File: src/rtl/rx_to_mem.sv
// UART byte receiver feeding a row-major matrix loader.
// Each accepted byte becomes one memory write while a load is active.
module rx_to_mem #(
    parameter int CLKS_PER_BIT = 10416,
    parameter int ROWS         = 2,
    parameter int COLUMNS      = 2
) (
    input  logic       clk,
    input  logic       rst,
    input  logic       rx_data,
    input  logic       load_mat,
    output logic       write,
    output logic [5:0] write_address,
    output logic [7:0] write_value,
    output logic       busy,
    output logic       load_done,
    output logic       frame_err
);

    localparam int TOTAL = ROWS * COLUMNS;
    localparam int HALF  = CLKS_PER_BIT / 2;
    localparam int TW    = $clog2(CLKS_PER_BIT + 1);

    localparam logic [TW-1:0] T_FULL  = TW'(CLKS_PER_BIT - 1);
    localparam logic [TW-1:0] T_HALF  = TW'(HALF - 1);
    localparam logic [6:0]    N_TOTAL = 7'(TOTAL);

    typedef enum logic [1:0] {
        R_IDLE,
        R_START,
        R_DATA,
        R_STOP
    } rx_state_t;

    typedef enum logic [1:0] {
        L_WAIT,
        L_LOAD,
        L_DONE
    } ld_state_t;

    logic            r_sync1;
    logic            r_sync2;
    logic            r_rx_prev;
    rx_state_t       r_rstate;
    rx_state_t       w_rnext;
    logic [TW-1:0]   r_timer;
    logic [2:0]      r_bitn;
    logic [7:0]      r_shift;
    logic            w_tclr;
    logic            w_sample;
    logic            w_byte_ok;
    logic            w_byte_bad;

    ld_state_t       r_lstate;
    ld_state_t       w_lnext;
    logic            r_load_prev;
    logic            w_load_rise;
    logic [6:0]      r_count;
    logic            w_start;
    logic            w_wr;

    // Two-flop synchronizer; r_rx_prev gives the falling-edge history
    always_ff @(posedge clk or posedge rst) begin
        if (rst) begin
            r_sync1   <= 1'b1;
            r_sync2   <= 1'b1;
            r_rx_prev <= 1'b1;
        end else begin
            r_sync1   <= rx_data;
            r_sync2   <= r_sync1;
            r_rx_prev <= r_sync2;
        end
    end

    always_ff @(posedge clk or posedge rst) begin
        if (rst) begin
            r_rstate <= R_IDLE;
        end else begin
            r_rstate <= w_rnext;
        end
    end

    always_comb begin
        w_rnext    = r_rstate;
        w_tclr     = 1'b0;
        w_sample   = 1'b0;
        w_byte_ok  = 1'b0;
        w_byte_bad = 1'b0;
        unique case (r_rstate)
            R_IDLE: begin
                if (r_rx_prev && !r_sync2) begin
                    w_rnext = R_START;
                    w_tclr  = 1'b1;
                end
            end
            R_START: begin
                if (r_timer == T_HALF) begin
                    w_tclr  = 1'b1;
                    w_rnext = r_sync2 ? R_IDLE : R_DATA;
                end
            end
            R_DATA: begin
                if (r_timer == T_FULL) begin
                    w_tclr   = 1'b1;
                    w_sample = 1'b1;
                    if (r_bitn == 3'd7) begin
                        w_rnext = R_STOP;
                    end
                end
            end
            R_STOP: begin
                if (r_timer == T_FULL) begin
                    w_tclr  = 1'b1;
                    w_rnext = R_IDLE;
                    if (r_sync2) begin
                        w_byte_ok = 1'b1;
                    end else begin
                        w_byte_bad = 1'b1;
                    end
                end
            end
            default: w_rnext = R_IDLE;
        endcase
    end

    always_ff @(posedge clk or posedge rst) begin
        if (rst) begin
            r_timer <= '0;
            r_bitn  <= 3'd0;
            r_shift <= 8'd0;
        end else begin
            if (r_rstate == R_IDLE || w_tclr) begin
                r_timer <= '0;
            end else begin
                r_timer <= r_timer + 1'b1;
            end
            if (r_rstate == R_START) begin
                r_bitn <= 3'd0;
            end else if (w_sample) begin
                r_bitn <= r_bitn + 3'd1;
            end
            // LSB arrives first, so shift in from the top
            if (w_sample) begin
                r_shift <= {r_sync2, r_shift[7:1]};
            end
        end
    end

    assign w_load_rise = load_mat & ~r_load_prev;

    always_ff @(posedge clk or posedge rst) begin
        if (rst) begin
            r_lstate    <= L_WAIT;
            r_load_prev <= 1'b0;
        end else begin
            r_lstate    <= w_lnext;
            r_load_prev <= load_mat;
        end
    end

    always_comb begin
        w_lnext = r_lstate;
        w_start = 1'b0;
        w_wr    = 1'b0;
        unique case (r_lstate)
            L_WAIT: begin
                if (w_load_rise) begin
                    w_lnext = L_LOAD;
                    w_start = 1'b1;
                end
            end
            L_LOAD: begin
                if (w_byte_ok) begin
                    w_wr = 1'b1;
                    if (r_count + 7'd1 == N_TOTAL) begin
                        w_lnext = L_DONE;
                    end
                end
            end
            L_DONE: w_lnext = L_WAIT;
            default: w_lnext = L_WAIT;
        endcase
    end

    // Address and data only move on a write, so they hold otherwise
    always_ff @(posedge clk or posedge rst) begin
        if (rst) begin
            r_count       <= 7'd0;
            write         <= 1'b0;
            write_address <= 6'd0;
            write_value   <= 8'd0;
            frame_err     <= 1'b0;
        end else begin
            write     <= w_wr;
            frame_err <= w_byte_bad;
            if (w_start) begin
                r_count <= 7'd0;
            end else if (w_wr) begin
                r_count <= r_count + 7'd1;
            end
            if (w_wr) begin
                write_address <= r_count[5:0];
                write_value   <= r_shift;
            end
        end
    end

    assign busy      = (r_lstate == L_LOAD);
    assign load_done = (r_lstate == L_DONE);

endmodule

File: config.mk
export PLATFORM = sky130hd
export DESIGN_NAME = rx_to_mem
export DESIGN_NICKNAME = d
export VERILOG_FILES = /design/src/rtl/rx_to_mem.sv
export SDC_FILE = /design/constraint.sdc
export NUM_CORES = 1
export LEC_CHECK = 0
export BUFFER_PORTS_ARGS = -buffer_cell sky130_fd_sc_hd__buf_2
export CAP_MARGIN = 20
export CORE_MARGIN = 3
export CORE_UTILIZATION = 45
export DETAILED_ROUTE_END_ITERATION = 10
export GPL_TIMING_DRIVEN = 0
export PLACE_DENSITY = 0.62
export SLEW_MARGIN = 20
export SYNTH_ARGS = -nofsm -noshare
export SYNTH_HDL_FRONTEND = slang
export SYNTH_SLANG_ARGS = --single-unit
File: constraint.sdc
create_clock -name clk -period 3.2 [get_ports clk]
set_clock_uncertainty 0.05 [all_clocks]
set_input_delay 0.32 -clock clk [delete_from_list [all_inputs] [get_ports clk]]
set_output_delay 0.32 -clock clk [all_outputs]
set_load 0.01 [all_outputs]
### Word-level counts from Yosys, hierarchy flattened

Index checks and enable logic that the tools add are counted.

* register bits after elaboration: 56
* bits of input ports: 4
* logic and storage cells: 77

* add/subtract/negate cells: 3
* eq/ne operators: 17
* mux-type cells: 31
* bitwise operators: 2
* reductions and logical operators: 10

Operators with widths (count)
* $mux 2: 9
* $add 14x1->14 const B: 1
* $eq 14x13->1 const B: 1
* $eq 14x14->1 const B: 1
* $mux 1: 14
* $mux 14: 1
* $mux 7: 2
* $ne 2x2->1 const B: 6
* $pmux 2 s4: 1
* $add 7x1->7 const B: 1
* $eq 7x3->1 const B: 1
* $eq 2x2->1 const B: 3
* $mux 3: 2
* $reduce_and 5->1: 1
* $eq 2x1->1 const B: 2
* $logic_not 2->1: 2
* $ne 2x1->1 const B: 2
* $pmux 2 s2: 1
* $reduce_bool 2->1: 2
* $add 3x1->3 const B: 1
* $eq 3x3->1 const B: 1
* $pmux 1 s3: 1
* $reduce_and 3->1: 1
* $reduce_or 2->1: 1
* 5 further kinds: 5

### Depth between registers and ports, before layout

Gate-level depths: netlist (run 1).

* depth after elaboration: 7
* depth in mapped cells: 9
* gate-level depth less buffers: 6

### Worst setup path after synthesis (run 1)

OpenSTA, ideal clock, no wires.

* kind: reg-to-reg
* start: register r_timer[9]
* end: register write_address[0]
* setup time: 0.125 ns
* arrival time: 2.442 ns
* slack: 0.583 ns
* cell stages (with the launch flop): 9
* path buffers: 3
* cells stage by stage: dfrtp_1 -> or4b_1 -> or4_4 -> buf_6 -> or2_1 -> buf_6 -> clkinv_4 -> buf_12 -> mux2_4

* longest elaborated chain between the ends: 5

Ends and longest elaborated chain
* start: declaration: line 46 `logic [TW-1:0] r_timer;`
* start signal: assignment: line 135 `r_timer <= r_timer + 1'b1;`
* $eq 14x14->1: line 112 `if (r_timer == T_FULL) begin`
* $mux 1: line 112
* $mux 1: line 89 `unique case (r_rstate)`
* $mux 1: line 173 `if (w_byte_ok) begin`
* $mux 1: line 165 `unique case (r_lstate)`
* named net w_wr: line 60 `logic w_wr;`
* end signal: assignment: line 202 `write_address <= r_count[5:0];`
* end: declaration: line 13 `output logic [5:0] write_address,`

The timed path passes the listed nets, and every way through them passes these cells.
A chain may end at the register's enable or synchronous reset.

### Worst setup path in the final report (run 1)

* start: register r_timer[9]
* end: register write_value[2]

* longest elaborated chain between the ends: 5

Ends and longest elaborated chain
* $eq 14x14->1: line 112
* $mux 1: line 112
* $mux 1: line 89
* $mux 1: line 173
* $mux 1: line 165
* named net w_wr: line 60
* end signal: assignment: line 203 `write_value <= r_shift;`
* end: declaration: line 14 `output logic [7:0] write_value,`

The timed path passes the listed nets, and every way through them passes these cells.

==> impl_results.md, run 1 <==
- Hold_buf cts: 0
- Via count of the first global-routing pass: 1650
- Routed via count divided by cell count: 5.30
- Number of synthesized flops with an enable pin: 0
- DIE AREA: 0.00670 mm^2
- Residual DRC: 0
- Netlist Area Pre-Place: 0.00259 mm^2
- Area share of the leading cell type in the synthesized netlist: 51.2%
- Antenna Diode Count: 0
- Final setup viols: 0
- Clock edge transition at the registers on the reported setup and hold paths: 0.11 ns
- First-pass DRT Iterations: 4
- Antenna violation net count after detailed routing: 0
- Cell-by-cell listing of the critical path: or4b_1, or4_4, buf_6, or2_1, buf_6, clkinv_4, buf_12, mux2_4
- Width of the die: 81.9 um
- Number of buffers added for setup after CTS: 0
- Synthesized netlist net count: 230
- Global route total overflow: 0
- Last weighted congestion value of the routability-driven placer: 0.793
- Via count: 1695
- # clock sinks: 56
- Count of filler cells inserted in the layout: 486
- Final total power: 1.31 mW
- Setup TNS: 0 ns
- Setup slack at placement: 0.457 ns
- Layout Utilization: 54.0%
- Most used cell along the critical path: sky130_fd_sc_hd__buf_6
- Most common cell in the netlist: sky130_fd_sc_hd__dfrtp_1
- Number of endpoints with negative hold slack in the final report: 0
- Type of origin of the critical path: flop
- CORE AREA: 0.00534 mm^2
- Count of warnings emitted by yosys: 0
- Total number of H-tree levels: 2
- Seq/Total Area, Yosys: 54.3%
- Cell with the largest stage delay on the worst path: sky130_fd_sc_hd__or4b_1
- Tcrit/Tclk final: 86.2%
- Maximum vdd drop: 0.304 mV
- Most common flop cell mapped by yosys: sky130_fd_sc_hd__dfrtp_1
- Biggest cell delay along the critical path: 0.56 ns
- Max Clk Rate: 362 MHz
- Leak pwr: 1.33 nW
- #FFs+latches synth: 56
- Number of buffers and inverters on the critical path: 4
- Main area contributors after synthesis: sky130_fd_sc_hd__dfrtp_1, sky130_fd_sc_hd__mux2_2, sky130_fd_sc_hd__mux2_4
- Hold/Removal Path Class: input pin to asynchronous set/reset pin
- Fraction of synthesis flops using an asynchronous set or reset pin: 100%
- Switch Pwr: 0.359 mW
- Number of instances in the synthesized netlist: 221
- Wire length of the first global-routing pass: 7620 um
- Fraction of power spent switching nets: 27.3%
- Comb pwr share: 9.5%
- Slew at the pin with the worst max-slew slack: 0.658 ns
- Maximum buffer depth of the clock tree: 2
- Total I/O pin count: 22
- Inst Count DP: 312
- RSZ-0062 raised after global routing: no
- Total routing usage reported by global routing: 14.6%
- Worst-case setup margin in the final layout: 0.440 ns
- Worst EP required: 3.36 ns
- Design internal power: 0.954 mW
- Layout Nets: 258
- Die outline height: 81.9 um
- Top cell types by occurrence after synthesis: sky130_fd_sc_hd__dfrtp_1, sky130_fd_sc_hd__nor2_1, sky130_fd_sc_hd__mux2_2, sky130_fd_sc_hd__nand3_1, sky130_fd_sc_hd__nand2_1
- Number of clock buffers inserted by TritonCTS: 5
- DRC marker count from the first detailed-route iteration: 45
- Signed area change from the synthesized netlist to the final layout: 11.2%
- Critical Path Fanout Max: 10
- Number of max-cap violations: 0
- PortBufs: 21
- Maximum number of pins on one net before global-route repair: 57
- Period minus WS final: 2.76 ns
- Power density over the cells: 456 mW/mm^2
- Fraction of final layout cells with drive strength greater than 1: 26.0%
- Endpoint class of the critical path: flop
- Critical Path AT: 2.92 ns
- Row count: 26
- Cell family with most CP delay: simple AND/OR/NAND/NOR gates
- Clock latency on the worst-skew pair: 0.31 ns
- Clock tree from TritonCTS: done
- Classification of the worst setup path: flop to flop
- Drt total wl: 4360 um
- Max_slew headroom: 56.1%
- Post-DP HPWL: 2970 um
- Final cell count without fillers: 320
- Number of antenna violations at the first check in global routing: 0
- Cell taking the most area after synthesis: sky130_fd_sc_hd__dfrtp_1
- Detail-routed net length per standard cell: 13.6 um
- Syn_area_per_cell: 11.7 um^2
- Reg power frac: 60.1%
- Clock power frac: 30.4%
- Initial Util: 48.5%
- Number of distinct library cells after synthesis: 44
- Status: finished, final reports clean
- Resized Gates After CTS: 0
- Count of pins over their slew limit: 0
- Clock root cell: sky130_fd_sc_hd__clkbuf_8
-- cell type report --
cell class | instances | area (um^2) | share of cell area [%]
clock inverter | 3 | 26.3 | 0.912
inverter | 8 | 37.5 | 1.30
sequential | 56 | 1410 | 48.8
clock buffer | 5 | 68.8 | 2.39
buffer | 9 | 65.1 | 2.26
tap | 70 | 87.6 | 3.04
multi-input combinational | 148 | 1080 | 37.7
timing repair buffer | 21 | 105 | 3.65
-- final timing paths --
check | from | end | slack [ns] | cells after the start
max | r_timer[9]$_DFF_PP0_ | write_value[2]$_DFFE_PP0P_ | 0.44 | 8
min | rst | write_value[5]$_DFFE_PP0P_ | 0.05 | 2
max reg2reg | r_timer[9]$_DFF_PP0_ | write_value[2]$_DFFE_PP0P_ | 0.44 | 8
min reg2reg | r_sync1$_DFF_PP1_ | r_sync2$_DFF_PP1_ | 0.31 | 0
max in group asynchronous | rst | r_timer[2]$_DFF_PP0_ | 2.61 | 2
min in group clk | rx_data | r_sync1$_DFF_PP1_ | 0.05 | 1
-- kinds of logic after synthesis --
| kind of cell | count (synthesis) | synth area share [%] |
|---|---|---|
| and+or+nand+nor | 83 | 17.7 |
| DFF | 56 | 54.3 |
| muxes | 26 | 12.1 |
| AOI/OAI and AO/OA | 20 | 4.93 |
| buffers and inverters | 17 | 3.86 |
| xor gates and xnor gates | 14 | 4.73 |
| adders and majority gates | 5 | 2.42 |
-- sequential cells by signal, summed over array words and instances (netlist names), 2 cells and up, named ones only --
name and count:
r_bitn 3, r_count 7, r_lstate 2, r_shift 8, r_timer 14, write_address 6
write_value 8
-- power groups by stage --
stage	combinational, mW	sequential, mW	clock (mW)
floorplan	0.0989	0.792	0
global placement	0.125	0.801	0
detailed placement	0.126	0.802	0
CTS	0.128	0.789	0.421
global route	0.147	0.797	0.450
finish	0.125	0.789	0.399
-- through the flow --
step	hold slack (ns)	cell area [um^2]
3_5_place_dp	0.299	2790
4_1_cts	0.0343	2880
6_report	0.0499	2880
2_1_floorplan	0.274	2590
3_3_place_gp	0.296	2780
5_1_grt	0.0239	2880
-- per-layer routing --
metal	GRT usage [%]	up-vias	wire length, um
met4	4.98	0	44
met3	3.40	5	154
met5	0	-	0
li1	-	835	-
met1	19.2	825	2120
met2	23.6	30	2040
-- cells in the final DEF, fill, tap and decap left out, types with 2 or more instances in the layout --
cell type / netlist / final
sky130_fd_sc_hd__buf_2: 0 / 21
sky130_fd_sc_hd__or4b_1: 2 / 2
sky130_fd_sc_hd__nor3_1: 3 / 3
sky130_fd_sc_hd__nor4_1: 5 / 5
sky130_fd_sc_hd__o211ai_1: 2 / 2
sky130_fd_sc_hd__nand3_1: 14 / 14
sky130_fd_sc_hd__dfstp_2: 3 / 3
sky130_fd_sc_hd__mux2i_1: 4 / 4
sky130_fd_sc_hd__dfrtp_1: 53 / 53
sky130_fd_sc_hd__o21ai_0: 8 / 8
sky130_fd_sc_hd__or4b_2: 2 / 2
sky130_fd_sc_hd__mux2_4: 7 / 7
sky130_fd_sc_hd__nor2b_1: 4 / 4
sky130_fd_sc_hd__buf_6: 2 / 2
sky130_fd_sc_hd__o21a_1: 2 / 2
sky130_fd_sc_hd__xor2_1: 4 / 4
sky130_fd_sc_hd__a21oi_1: 2 / 2
sky130_fd_sc_hd__or4_1: 4 / 4
sky130_fd_sc_hd__nor2_1: 20 / 20
sky130_fd_sc_hd__nand2_1: 11 / 11
sky130_fd_sc_hd__inv_1: 7 / 6
sky130_fd_sc_hd__nand4_1: 5 / 5
sky130_fd_sc_hd__mux2_2: 15 / 15
sky130_fd_sc_hd__xnor2_1: 10 / 10
sky130_fd_sc_hd__nor4b_1: 2 / 2
sky130_fd_sc_hd__ha_1: 5 / 5
sky130_fd_sc_hd__o31ai_1: 2 / 2
sky130_fd_sc_hd__clkinvlp_4: 0 / 2
sky130_fd_sc_hd__clkbuf_1: 6 / 6
sky130_fd_sc_hd__clkbuf_8: 0 / 5
Power figures use the tool's default switching activity.
==> run 2: changes to the inputs <==
- CELL_PAD_IN_SITES_DETAIL_PLACEMENT: not set -> 2
- CELL_PAD_IN_SITES_GLOBAL_PLACEMENT: not set -> 2
- CORE_UTILIZATION: 45 -> 40
- PLACE_DENSITY: 0.62 -> 0.78
==> run 2 against run 1 <==
  * Critical endpoint is now write_value[3]$_DFFE_PP0P_
  * Via count increased by 5.3%
  * Critical path type unchanged
  * Maximum frequency decreased by 0.55%
  * Largest cell class unchanged
  * Design area increased by 0.96%
  * Flip-flop and latch count unchanged
==> impl_results.md, run 2 (synthesized netlist as in run 1, its figures left out) <==
- Endpoint of the worst-slack reg-to-reg timing path: write_value[3]$_DFFE_PP0P_
- Maximum vdd drop: 0.257 mV (-15%)
- Total number of H-tree levels: 2 (unchanged)
- Critical Path Fanout Max: 10 (unchanged)
- Wire length of the first global-routing pass: 9980 um (+31%)
- PortBufs: 21 (unchanged)
- Most used cells in the layout excluding fill and tap cells: sky130_fd_sc_hd__dfrtp_1, sky130_fd_sc_hd__buf_2, sky130_fd_sc_hd__nor2_1, sky130_fd_sc_hd__mux2_2, sky130_fd_sc_hd__nand3_1
- Slew at the pin with the worst max-slew slack: 0.685 ns (+0.0269 ns)
- Detail-routed net length per standard cell: 17.7 um (+30%)
- Period minus WS final: 2.78 ns (+0.0153 ns)
- Hold/Removal Path Class: input pin to asynchronous set/reset pin
- Clock root cell: sky130_fd_sc_hd__clkbuf_8
- Clock tree from TritonCTS: done
- Classification of the worst setup path: flop to flop
- Maximum buffer depth of the clock tree: 2 (unchanged)
- Type of origin of the critical path: flop
- Via count: 1785 (+5.3%)
- Standard cell area after detailed placement: 0.00279 mm^2 (+0.22%)
- # clock sinks: 56 (unchanged)
- Power density over the cells: 481 mW/mm^2 (+5.5%)
- Number of clock buffers inserted by TritonCTS: 5 (unchanged)
- Inst Count DP: 317 (+1.6%)
- Setup TNS: 0 ns (unchanged)
- Max_slew headroom: 54.3% (-1.8 points)
- CORE AREA: 0.00610 mm^2 (+14%)
- Layout Nets: 258 (unchanged)
- DRC marker count from the first detailed-route iteration: 34 (-24%)
- Row count: 28 (+7.7%)
- RSZ-0062 raised after global routing: no
- Leak pwr: 1.35 nW (+1.2%)
- Number of flip-flops in the largest register: 14 (unchanged)
- Count of pins over their slew limit: 0 (unchanged)
- Final total power: 1.40 mW (+6.6%)
- Layout Utilization: 47.7% (-6.3 points)
- Layout Cell Area excl Fill: 0.00291 mm^2 (+0.96%)
- First-pass DRT Iterations: 4 (unchanged)
- Multi-input gate area: 0.00108 mm^2 (unchanged)
- Internal reg-to-reg setup slack: 0.42 ns (-0.02 ns)
- Max Clk Rate: 360 MHz (-0.55%)
- Routed via count divided by cell count: 5.49 (+3.7%)
- Tcrit/Tclk final: 86.7% (+0.48 points)
- Sequential standard cell area: 0.00141 mm^2 (unchanged)
- Endpoint class of the critical path: flop
- Initial Util: 42.5% (-6.1 points)
- Width of the die: 86.5 um (+5.6%)
- Worst Reg2Reg Path Length in Cells: 8 (unchanged)
- Antenna violation net count after detailed routing: 0 (unchanged)
- Resized Gates After CTS: 0 (unchanged)
- Global route total overflow: 0 (unchanged)
- Number of buffers added for setup after CTS: 0 (unchanged)
- DIE AREA: 0.00748 mm^2 (+12%)
- Maximum number of pins on one net before global-route repair: 57 (unchanged)
- Last weighted congestion value of the routability-driven placer: 0.761 (-4.0%)
- Largest Register: r_timer
- Clock latency on the worst-skew pair: 0.32 ns (about the same)
- Residual DRC: 0 (unchanged)
- Via count of the first global-routing pass: 2023 (+23%)
- Setup slack at placement: 0.420 ns (-0.0363 ns)
- Most frequent standard cell in the layout excluding fill and tap cells: sky130_fd_sc_hd__dfrtp_1
- Drt total wl: 5750 um (+32%)
- Leading registers by flop count: r_timer: 14 flops, r_shift: 8 flops, write_value: 8 flops
- Count of filler cells inserted in the layout: 651 (+34%)
- Worst-case setup margin in the final layout: 0.425 ns (-0.0153 ns)
- Number of antenna violations at the first check in global routing: 0 (unchanged)
- Final setup viols: 0 (unchanged)
- Worst EP required: 3.37 ns (about the same)
- Number of max-cap violations: 0 (unchanged)
- Total routing usage reported by global routing: 17.1% (+2.5 points)
- Fraction of final layout cells with drive strength greater than 1: 26.0% (unchanged)
- Number of endpoints with negative hold slack in the final report: 0 (unchanged)
- Hold_buf cts: 0 (unchanged)
- Critical Path AT: 2.94 ns (+0.02 ns)
- Startpoint of the worst-slack reg-to-reg timing path: r_timer[9]$_DFF_PP0_
- Total I/O pin count: 22 (unchanged)
- Status: finished, final reports clean
- Clock edge transition at the registers on the reported setup and hold paths: 0.11 ns (about the same)
- Antenna Diode Count: 0 (unchanged)
- Post-DP HPWL: 3930 um (+32%)
- Final cell count without fillers: 325 (+1.6%)
- Worst Hold Margin: 0.0360 ns (-0.0139 ns)
- Die outline height: 86.5 um (+5.6%)
- Signed area change from the synthesized netlist to the final layout: 12.3%
run 2: cell types whose count changed in the layout (fill, tap and decap cells not counted):
cell / before / now
sky130_fd_sc_hd__bufinv_16: 0 / 1
sky130_fd_sc_hd__inv_8: 1 / 0
sky130_fd_sc_hd__clkinvlp_4: 2 / 0
sky130_fd_sc_hd__clkinv_4: 1 / 3
run 2: layer usage:
layer | vias up | GRT usage [%] | wire length [um]
met5 | - | 0 | 0
met4 | 0 | 5.95 | 89
met3 | 6 | 3.52 | 164
met2 | 20 | 29.5 | 2850
met1 | 923 | 21.3 | 2650
li1 | 836 | - | -
run 2: worst max-delay path by stage:
| stage | cells past startpoint | end | slack [ns] | startpoint |
|---|---|---|---|---|
| 2_1_floorplan | 8 | write_address[0]$_DFFE_PP0P_ | 0.58 | r_timer[9]$_DFF_PP0_ |
| 3_3_place_gp | 8 | write_value[5]$_DFFE_PP0P_ | 0.44 | r_timer[9]$_DFF_PP0_ |
| 3_5_place_dp | 8 | write_value[3]$_DFFE_PP0P_ | 0.42 | r_timer[9]$_DFF_PP0_ |
| 4_1_cts | 8 | write_value[3]$_DFFE_PP0P_ | 0.39 | r_timer[9]$_DFF_PP0_ |
| 5_1_grt | 5 | r_timer[5]$_DFF_PP0_ | 0.22 | r_timer[9]$_DFF_PP0_ |
| 6_report | 8 | write_value[3]$_DFFE_PP0P_ | 0.42 | r_timer[9]$_DFF_PP0_ |
run 2: where the power goes:
part	total, mW	switching (mW)	internal (mW)
logic	0.128	0.0772	0.0507
clock network	0.481	0.244	0.236
registers	0.791	0.0468	0.744
total	1.40	0.368	1.03
run 2: layout make-up:
class	count	area share [%]
Sequential cell	56	48.3
Multi-Input combinational cell	148	37.3
Timing Repair Buffer	21	3.61
Tap cell	75	3.23
Clock buffer	5	2.37
Buffer	9	2.24
Clock inverter	3	1.64
Inverter	8	1.29
run 2: worst max-delay path, stage by stage (launching register included):
cell and delay (ns):
sky130_fd_sc_hd__dfrtp_1 0.47, sky130_fd_sc_hd__or4b_1 0.56, sky130_fd_sc_hd__or4_4 0.53, sky130_fd_sc_hd__buf_6 0.15, sky130_fd_sc_hd__or2_1 0.23, sky130_fd_sc_hd__buf_6 0.14, sky130_fd_sc_hd__clkinv_4 0.07, sky130_fd_sc_hd__buf_12 0.14
sky130_fd_sc_hd__mux2_4 0.31
